## config.mk

```make
export PLATFORM = sky130hd
export DESIGN_NAME = mul_div_scheduler
export DESIGN_NICKNAME = d
export VERILOG_FILES = /design/src/rtl/riscv_muldiv_pkg.sv /design/src/rtl/rr_arbiter2.sv /design/src/rtl/mul_div_scheduler.sv
export SDC_FILE = /design/constraint.sdc
export NUM_CORES = 1
export LEC_CHECK = 0
export CAP_MARGIN = 0
export CORE_ASPECT_RATIO = 0.6
export CORE_UTILIZATION = 28
export CTS_CLUSTER_SIZE = 8
export DETAILED_ROUTE_END_ITERATION = 8
export PLACE_DENSITY = 0.69
export SLEW_MARGIN = 0
export SYNTH_ARGS = -nofsm -noshare
export SYNTH_HDL_FRONTEND = slang
export SYNTH_SLANG_ARGS = --single-unit
```

## constraint.sdc

```tcl
create_clock -name clock -period 2.4 [get_ports clock]
set_input_delay 0.24 -clock clock [delete_from_list [all_inputs] [get_ports clock]]
set_output_delay 0.24 -clock clock [all_outputs]
set_load 0.02 [all_outputs]
```

## src/rtl/riscv_muldiv_pkg.sv

```systemverilog
// Shared encodings for the M-extension request scheduler.
package riscv_muldiv_pkg;

  localparam int unsigned XLEN      = 32;
  localparam int unsigned TAG_W_DEF = 4;

  // Scheduler state encoding
  localparam logic [1:0] ST_IDLE  = 2'd0;
  localparam logic [1:0] ST_BUSY  = 2'd1;
  localparam logic [1:0] ST_DRAIN = 2'd2;
  localparam logic [1:0] ST_RESP  = 2'd3;

  // M-extension funct3 encodings
  localparam logic [2:0] F3_MUL    = 3'd0;
  localparam logic [2:0] F3_MULH   = 3'd1;
  localparam logic [2:0] F3_MULHSU = 3'd2;
  localparam logic [2:0] F3_MULHU  = 3'd3;
  localparam logic [2:0] F3_DIV    = 3'd4;
  localparam logic [2:0] F3_DIVU   = 3'd5;
  localparam logic [2:0] F3_REM    = 3'd6;
  localparam logic [2:0] F3_REMU   = 3'd7;

  // Operation presented to the mul/div unit
  typedef struct packed {
    logic [2:0]      funct3;
    logic [XLEN-1:0] s1;
    logic [XLEN-1:0] s2;
  } mul_op_t;

endpackage

```

## src/rtl/rr_arbiter2.sv

```systemverilog
// Two-way round-robin arbiter; pointer remembers the last granted requester.
module rr_arbiter2 (
  input  logic       clock,
  input  logic       reset_n,
  input  logic       en,
  input  logic [1:0] req,
  output logic [1:0] grant_c
);

  // 1 means requester 1 was granted last, so requester 0 wins the next tie
  logic last_q;

  // Grant the single requester, or on a tie the one not granted last
  always_comb begin
    grant_c = 2'b00;
    if (en) begin
      if (req == 2'b11) grant_c = last_q ? 2'b01 : 2'b10;
      else              grant_c = req;
    end
  end

  // Advance the pointer whenever a grant is issued
  always_ff @(posedge clock or negedge reset_n) begin
    if (!reset_n)      last_q <= 1'b1;
    else if (|grant_c) last_q <= grant_c[1];
  end

endmodule

```

## src/rtl/mul_div_scheduler.sv

```systemverilog
// Shares one multi-cycle mul/div unit between two requesters, with kill support.
module mul_div_scheduler
  import riscv_muldiv_pkg::*;
#(
  parameter int unsigned TAG_W = TAG_W_DEF
) (
  input  logic               clock,
  input  logic               reset_n,
  input  logic [1:0]         req_valid,
  output logic [1:0]         req_ready,
  input  logic [5:0]         req_funct3,
  input  logic [63:0]        req_s1,
  input  logic [63:0]        req_s2,
  input  logic [2*TAG_W-1:0] req_tag,
  input  logic [1:0]         kill,
  output logic [1:0]         rsp_valid,
  input  logic [1:0]         rsp_ready,
  output logic [31:0]        rsp_data,
  output logic [TAG_W-1:0]   rsp_tag,
  output logic               mul_enabled,
  output logic [2:0]         mul_funct3,
  output logic [31:0]        mul_s1,
  output logic [31:0]        mul_s2,
  input  logic [31:0]        mul_rd,
  input  logic               mul_wait,
  output logic               busy
);

  logic [1:0]       state_q, state_d;
  mul_op_t          op_q;
  logic [TAG_W-1:0] tag_q;
  logic             owner_q;
  logic [XLEN-1:0]  result_q;

  logic       arb_en_c;
  logic [1:0] grant_c;
  logic       accept_c;
  logic       gidx_c;
  logic       kill_own_c;

  // Arbitration only while idle; gated by reset so req_ready stays low in reset
  assign arb_en_c   = (state_q == ST_IDLE) && reset_n;
  assign accept_c   = |grant_c;
  assign gidx_c     = grant_c[1];
  assign kill_own_c = kill[owner_q];

  rr_arbiter2 u_arb (
    .clock   (clock),
    .reset_n (reset_n),
    .en      (arb_en_c),
    .req     (req_valid),
    .grant_c (grant_c)
  );

  // State register
  always_ff @(posedge clock or negedge reset_n) begin
    if (!reset_n) state_q <= ST_IDLE;
    else          state_q <= state_d;
  end

  // Next state and state-decoded outputs
  always_comb begin
    state_d     = state_q;
    req_ready   = 2'b00;
    mul_enabled = 1'b0;
    mul_funct3  = 3'd0;
    mul_s1      = 32'd0;
    mul_s2      = 32'd0;
    rsp_valid   = 2'b00;
    rsp_data    = 32'd0;
    rsp_tag     = '0;
    busy        = (state_q != ST_IDLE);
    case (state_q)
      ST_IDLE: begin
        req_ready = grant_c;
        if (accept_c) state_d = kill[gidx_c] ? ST_DRAIN : ST_BUSY;
      end
      ST_BUSY: begin
        mul_enabled = 1'b1;
        mul_funct3  = op_q.funct3;
        mul_s1      = op_q.s1;
        mul_s2      = op_q.s2;
        if (!mul_wait)       state_d = kill_own_c ? ST_IDLE : ST_RESP;
        else if (kill_own_c) state_d = ST_DRAIN;
      end
      ST_DRAIN: begin
        // Unit cannot be aborted: keep it fed until it finishes, then discard
        mul_enabled = 1'b1;
        mul_funct3  = op_q.funct3;
        mul_s1      = op_q.s1;
        mul_s2      = op_q.s2;
        if (!mul_wait) state_d = ST_IDLE;
      end
      ST_RESP: begin
        rsp_valid = owner_q ? 2'b10 : 2'b01;
        rsp_data  = result_q;
        rsp_tag   = tag_q;
        if (kill_own_c || rsp_ready[owner_q]) state_d = ST_IDLE;
      end
      default: state_d = ST_IDLE;
    endcase
  end

  // Operand/tag latch on accept, result capture on unkilled completion
  always_ff @(posedge clock or negedge reset_n) begin
    if (!reset_n) begin
      op_q     <= '0;
      tag_q    <= '0;
      owner_q  <= 1'b0;
      result_q <= '0;
    end else begin
      if (accept_c) begin
        op_q.funct3 <= gidx_c ? req_funct3[5:3] : req_funct3[2:0];
        op_q.s1     <= gidx_c ? req_s1[63:32]   : req_s1[31:0];
        op_q.s2     <= gidx_c ? req_s2[63:32]   : req_s2[31:0];
        tag_q       <= gidx_c ? req_tag[2*TAG_W-1:TAG_W] : req_tag[TAG_W-1:0];
        owner_q     <= gidx_c;
      end
      if ((state_q == ST_BUSY) && !mul_wait && !kill_own_c) result_q <= mul_rd;
    end
  end

endmodule

```

==> results of run 1 <==
-- logic make-up after synthesis --
group	count (synthesis)
and+or+nand+nor	190
DFF	107
muxes	106
AOI/OAI and AO/OA	82
buffers and inverters	44
adders and majority gates	4
-- critical path, stage by stage --
cell             delay [ps]
clkdlybuf4s50_1         540
a21boi_2                340
nand3_4                 160
inv_1                    90
clkdlybuf4s50_1         600
-- cell usage after synthesis, types with 2 or more instances --
library cell,number
dfrtp_1,106
and2_1,104
nand2_1,75
o21ai_1,72
mux2i_1,71
mux2_4,30
clkbuf_1,17
buf_2,11
buf_6,11
inv_1,5
ha_1,4
nand3_1,3
mux2_1,2
mux2_2,2
nor2_1,2
nor2b_1,2
o211ai_1,2
o21ai_0,2
-- worst paths after layout --
check | from | end | depth (start not counted)
hold / removal | reset_n | result_q[6] | 2
hold reg to reg | op_q[24] | op_q[24] | 2
setup / recovery | req_valid[1] | req_ready[1] | 5
max in group asynchronous | reset_n | op_q[32] | 4
min in group clock | op_q[24] | op_q[24] | 2
setup reg to reg | state_q[0] | tag_q[3] | 6
-- power breakdown --
part / internal (mW) / leakage [nW] / total [mW] / switching [mW]
Clock: 0.829 / 0.150 / 1.56 / 0.731
Sequential: 2.67 / 1.32 / 3.10 / 0.432
Combinational: 2.48 / 3.41 / 5.00 / 2.52
Total: 5.97 / 4.88 / 9.65 / 3.68
-- timing repair --
| action | 4_1_cts | 5_1_grt |
|---|---|---|
| hold buffers | 1 | 0 |
| gates resized for setup | 42 | 25 |
| endpoints found under the hold margin | 2 | 0 |
| setup endpoints to repair | 66 | 25 |
-- area by class of cell --
| class | instances | area [um2] | share of cell area (%) |
|---|---|---|---|
| Clock inverter | 7 | 82.6 | 0.898 |
| Sequential cell | 107 | 2680 | 29.1 |
| Multi-Input combinational cell | 382 | 2750 | 29.8 |
| Inverter | 5 | 18.8 | 0.204 |
| Tap cell | 266 | 333 | 3.62 |
| Clock buffer | 9 | 225 | 2.45 |
| Timing Repair Buffer | 305 | 3110 | 33.9 |
-- state kept, by name (all words and copies together) (netlist names) --
register      flops
state_q           2
tag_q             4
result_q         32
op_q             67
u_arb.last_q      1
owner_q           1
-- layer usage --
layer | share of wire [%] | up-vias | wire, um | GRT usage [%]
li1 | - | 2331 | - | -
met1 | 45 | 2121 | 7410 | 21.0
met2 | 43 | 176 | 7010 | 24.4
met3 | 11 | 13 | 1760 | 6.78
met4 | 1.0 | 0 | 167 | 3.47
met5 | 0 | - | 0 | 0
-- through the flow --
step / power (mW) / std cells / instance area (um2) / hold WS (ps)
final: 9.65 / 1081 / 9200 / 261
after CTS: 9.91 / 1081 / 9140 / 249
after global routing: 10.4 / 1081 / 9200 / 268
after global placement: 8.41 / 1064 / 8860 / 81.9
after detailed placement: 8.50 / 1064 / 8860 / 80.7
after floorplan: 6.06 / 533 / 5650 / -55.6
==> run summary, run 1 <==
Slew HR -> 61.8%
Port-buffer cells -> 291
Clk pin slew, worst setup/hold paths -> 70 ps
vias per inst -> 4.29
clock latency at the later pin of the worst-skew pair -> 350 ps
Die X -> 185 um
Pwr per Cell Area -> 1050 nW/um2
Min-Delay Path Class -> in2async
Leak -> 4.88 nW
DRC -> 0
status -> complete, no violations
Slew Limit Fails -> 0
Setup violations, final -> 0
die extent in y -> 112 um
H-tree Lvls -> 3
largest net degree at the start of global routing -> 51
drt pass-1 iters -> 4
crit path kind -> in2out
CP Capture Type -> primary output
XOR/XNOR Fraction of Synth Area -> 0%
hpwl dp -> 12500 um
critical path arrival -> 1980 ps
final hold vios -> 0
largest family of logic cells by synthesized area -> multiplexers
period utilization -> 92.4%
synth warn -> 0
DRT antenna net count -> 0
Post-Synth Adder-Cell Area -> 0.886%
final worst path period need -> 2220 ps
RSZ-0062 raised after global routing -> no
# diodes -> 0
Rows -> 39
Post-Route WL -> 16300 um
total track usage -> 16.0%
Root Driver -> clkbuf_16
Crit path required time -> 2160 ps
mapped cell area -> 5650 um2
setup ws final -> 182 ps
Clock Tree Buf Depth -> 2
dpl ws -> 195 ps
TritonCTS buffer count -> 9
commonest cells after routing, fill and taps aside -> clkdlybuf4s50_1 (223), dfrtp_1 (106), and2_1 (104)
Initial Utilization -> 29.2%
ys async rst share -> 100%
final core occ -> 47.5%
grt ovf -> 0
WL per Instance -> 15.1 um
reg2reg setup slack -> 570 ps
simple-gate portion of the synthesized area -> 17.7%
first-pass GRT wire length -> 25700 um
CTS sink count -> 107
initial antenna violation count -> 1
Core Footprint -> 19400 um2
Iter 0 DRT Violations -> 229
compound-cell area share of the yosys netlist -> 7.81%
post-synthesis mux area share -> 21.6%
CTS tree -> yes
# IOs -> 292
# fillers -> 1840
number of flops mapped to enable cells by yosys -> 0
vias in the first global route -> 4718
Distinct cells, synth -> 30
Synth Flop Type -> dfrtp_1
post-synthesis register bit count -> 107
nets -> 997
VDD IR max -> 0.491 mV
postcts setup bufs -> 0
top-area cell type share of the netlist area -> 46.9%
RePlAce Congestion -> 0.772
crit path max fanout -> 5
Syn Nets -> 720
fmax -> 451 MHz
TNS Setup -> 0 ps
Layout Skew -> 8.24 ps
DIE AREA -> 20800 um2
Layout area overhead -> 62.7%
Post-Synthesis Cells -> 533
Slew @ Worst Pin -> 573 ps
syn_area_per_cell -> 10.6 um2
crit start category -> input pin
share of cells above drive strength 1 -> 8.59%
vias -> 4641
dominant cell type by area after synthesis -> dfrtp_1
sequential fraction of the synthesis area -> 47.4%
dominant cells by area after synthesis -> dfrtp_1 (47%), mux2i_1 (13%), and2_1 (12%)
most common cell after layout, fill and taps aside -> clkdlybuf4s50_1
max_cap viols -> 0
Note: power is estimated with default switching activity, not from simulation.
==> run 2: changes to the inputs <==
DONT_BUFFER_PORTS = 1   (was not set)
PLACE_DENSITY = 0.5   (was 0.69)
==> run 2 against run 1 <==
Against the previous run:
- the flow now finishes with violations (hold timing)
- non-clock buffer count shrank 295
- via count fell by 22%
- clock skew rose by 0.85 ps
- sequential power about the same
- critical path type is now reg2out
- critical endpoint unchanged
==> run summary, run 2 (same netlist as run 1, synthesis figures left out) <==
max FFs per register -> 67
Critical-path top delay cell -> dfrtp_1
# diodes -> 0
largest net degree at the start of global routing -> 143
placed instance count -> 768
Leak -> 3.19 nW
hpwl dp -> 9460 um
clock latency at the later pin of the worst-skew pair -> 360 ps
Setup violations, final -> 0
Placed Area -> 5890 um2
TritonCTS buffer count -> 9
Crit path required time -> 2160 ps
H-tree Lvls -> 3
RePlAce Congestion -> 0.710
CP Buf/Inv Count -> 3
CTS sink count -> 107
Pwr per Cell Area -> 1320 nW/um2
Post-Route WL -> 13400 um
CTS tree -> yes
crit path kind -> reg2out
DIE AREA -> 20800 um2
Core Footprint -> 19400 um2
nets -> 703
TNS Setup -> 0 ps
setup ws final -> 177 ps
Port-buffer cells -> 0
Slew Limit Fails -> 0
# IOs -> 292
Layout Skew -> 9.09 ps
final worst path period need -> 2220 ps
die extent in y -> 112 um
Largest regs -> op_q (67), result_q (32), tag_q (4)
critical path arrival -> 1980 ps
commonest cells after routing, fill and taps aside -> dfrtp_1 (106), and2_1 (104), nand2_1 (75)
Total Power -> 8.20 mW
WL per Instance -> 17.0 um
first-pass GRT wire length -> 20500 um
Rows -> 39
Min-Delay Path Class -> in2async
Clock Tree Buf Depth -> 2
vias in the first global route -> 3761
crit start category -> register
max_cap viols -> 0
worst hold slack -> -426 ps
CP Capture Type -> primary output
critical-path cell list -> inv_1 -> ha_2 -> nand3_4 -> buf_12 -> inv_1
grt ovf -> 0
vias per inst -> 4.62
DRC -> 0
initial antenna violation count -> 0
fin cells -> 787
final core occ -> 32.1%
crit path max fanout -> 22
PostCTS Resize Cnt -> 0
Root Driver -> clkbuf_16
violated checks -> hold timing
Layout area overhead -> 10.1%
share of cells above drive strength 1 -> 11.9%
Die X -> 185 um
status -> complete, but fails checks
# fillers -> 1983
fmax -> 450 MHz
DRT antenna net count -> 0
final hold vios -> 107
Biggest register -> op_q
dpl ws -> 307 ps
final instance area -> 6220 um2
most frequent CP cell -> inv_1
RSZ-0062 raised after global routing -> no
postcts setup bufs -> 0
crit-path leading delay family -> buffers and inverters
VDD IR max -> 0.520 mV
Slew HR -> 59.4%
drt pass-1 iters -> 4
most common cell after layout, fill and taps aside -> dfrtp_1
Initial Utilization -> 29.2%
period utilization -> 92.6%
vias -> 3635
Clk pin slew, worst setup/hold paths -> 70 ps
Slew @ Worst Pin -> 608 ps
crit-path max cell delay -> 410 ps
Iter 0 DRT Violations -> 110
total track usage -> 13.0%
## run 2: cell types whose count changed in the layout (fill, tap and decap cells not counted), moves of 2 or more
cell	before	now
buf_4	8	3
dlygate4sd2_1	41	0
clkdlybuf4s50_1	223	0
inv_8	2	0
clkbuf_8	0	2
buf_12	7	5
clkbuf_1	0	2
dlymetal6s2s_1	25	0
## run 2: layout make-up
type                            instances  area [um2]  area share (%)
Clock buffer                           13         260            4.18
Clock inverter                          3        46.3           0.744
Inverter                                5        18.8           0.302
Multi-Input combinational cell        383        2750            44.1
Sequential cell                       107        2680            43.0
Tap cell                              266         333            5.35
Timing Repair Buffer                   10         143            2.29
## run 2: worst reg2reg max path: stages (launching register included)
cell     delay (ps)
dfrtp_1         410
inv_1           100
ha_2            370
nand3_4         310
buf_12          280
mux2i_1         250
o21ai_1          80
## run 2: worst paths after layout
path                       depth (start not counted)  startpoint  slack [ps]      endpoint
min                                                0     reset_n        -430      op_q[62]
min reg2reg                                        2    op_q[63]         480      op_q[63]
max                                                5  state_q[0]         180  req_ready[1]
max in group asynchronous                          0     reset_n        2550  u_arb.last_q
max reg2reg                                        6  state_q[0]         470      op_q[38]
min in group clock                                 1  mul_rd[14]          20  result_q[14]
## run 2: where the power goes
part	internal (mW)	switching, mW	total, mW
Clock	0.871	0.665	1.54
Combinational	1.32	2.24	3.55
Sequential	2.67	0.442	3.11
## run 2: layer usage
layer / track usage (%) / vias to the layer above / share of wire, %
met5: 0 / - / 0
met4: 4.30 / 0 / 1.2
met3: 6.04 / 11 / 9.9
met2: 20.4 / 175 / 45
met1: 15.7 / 1702 / 44
li1: - / 1747 / -
==> run 3: changes to the inputs <==
ABC_CLOCK_PERIOD_IN_PS = 2400   (was not set)
==> results of run 3 <==
The final DEF is identical to that of run 2; final timing and power are the same.
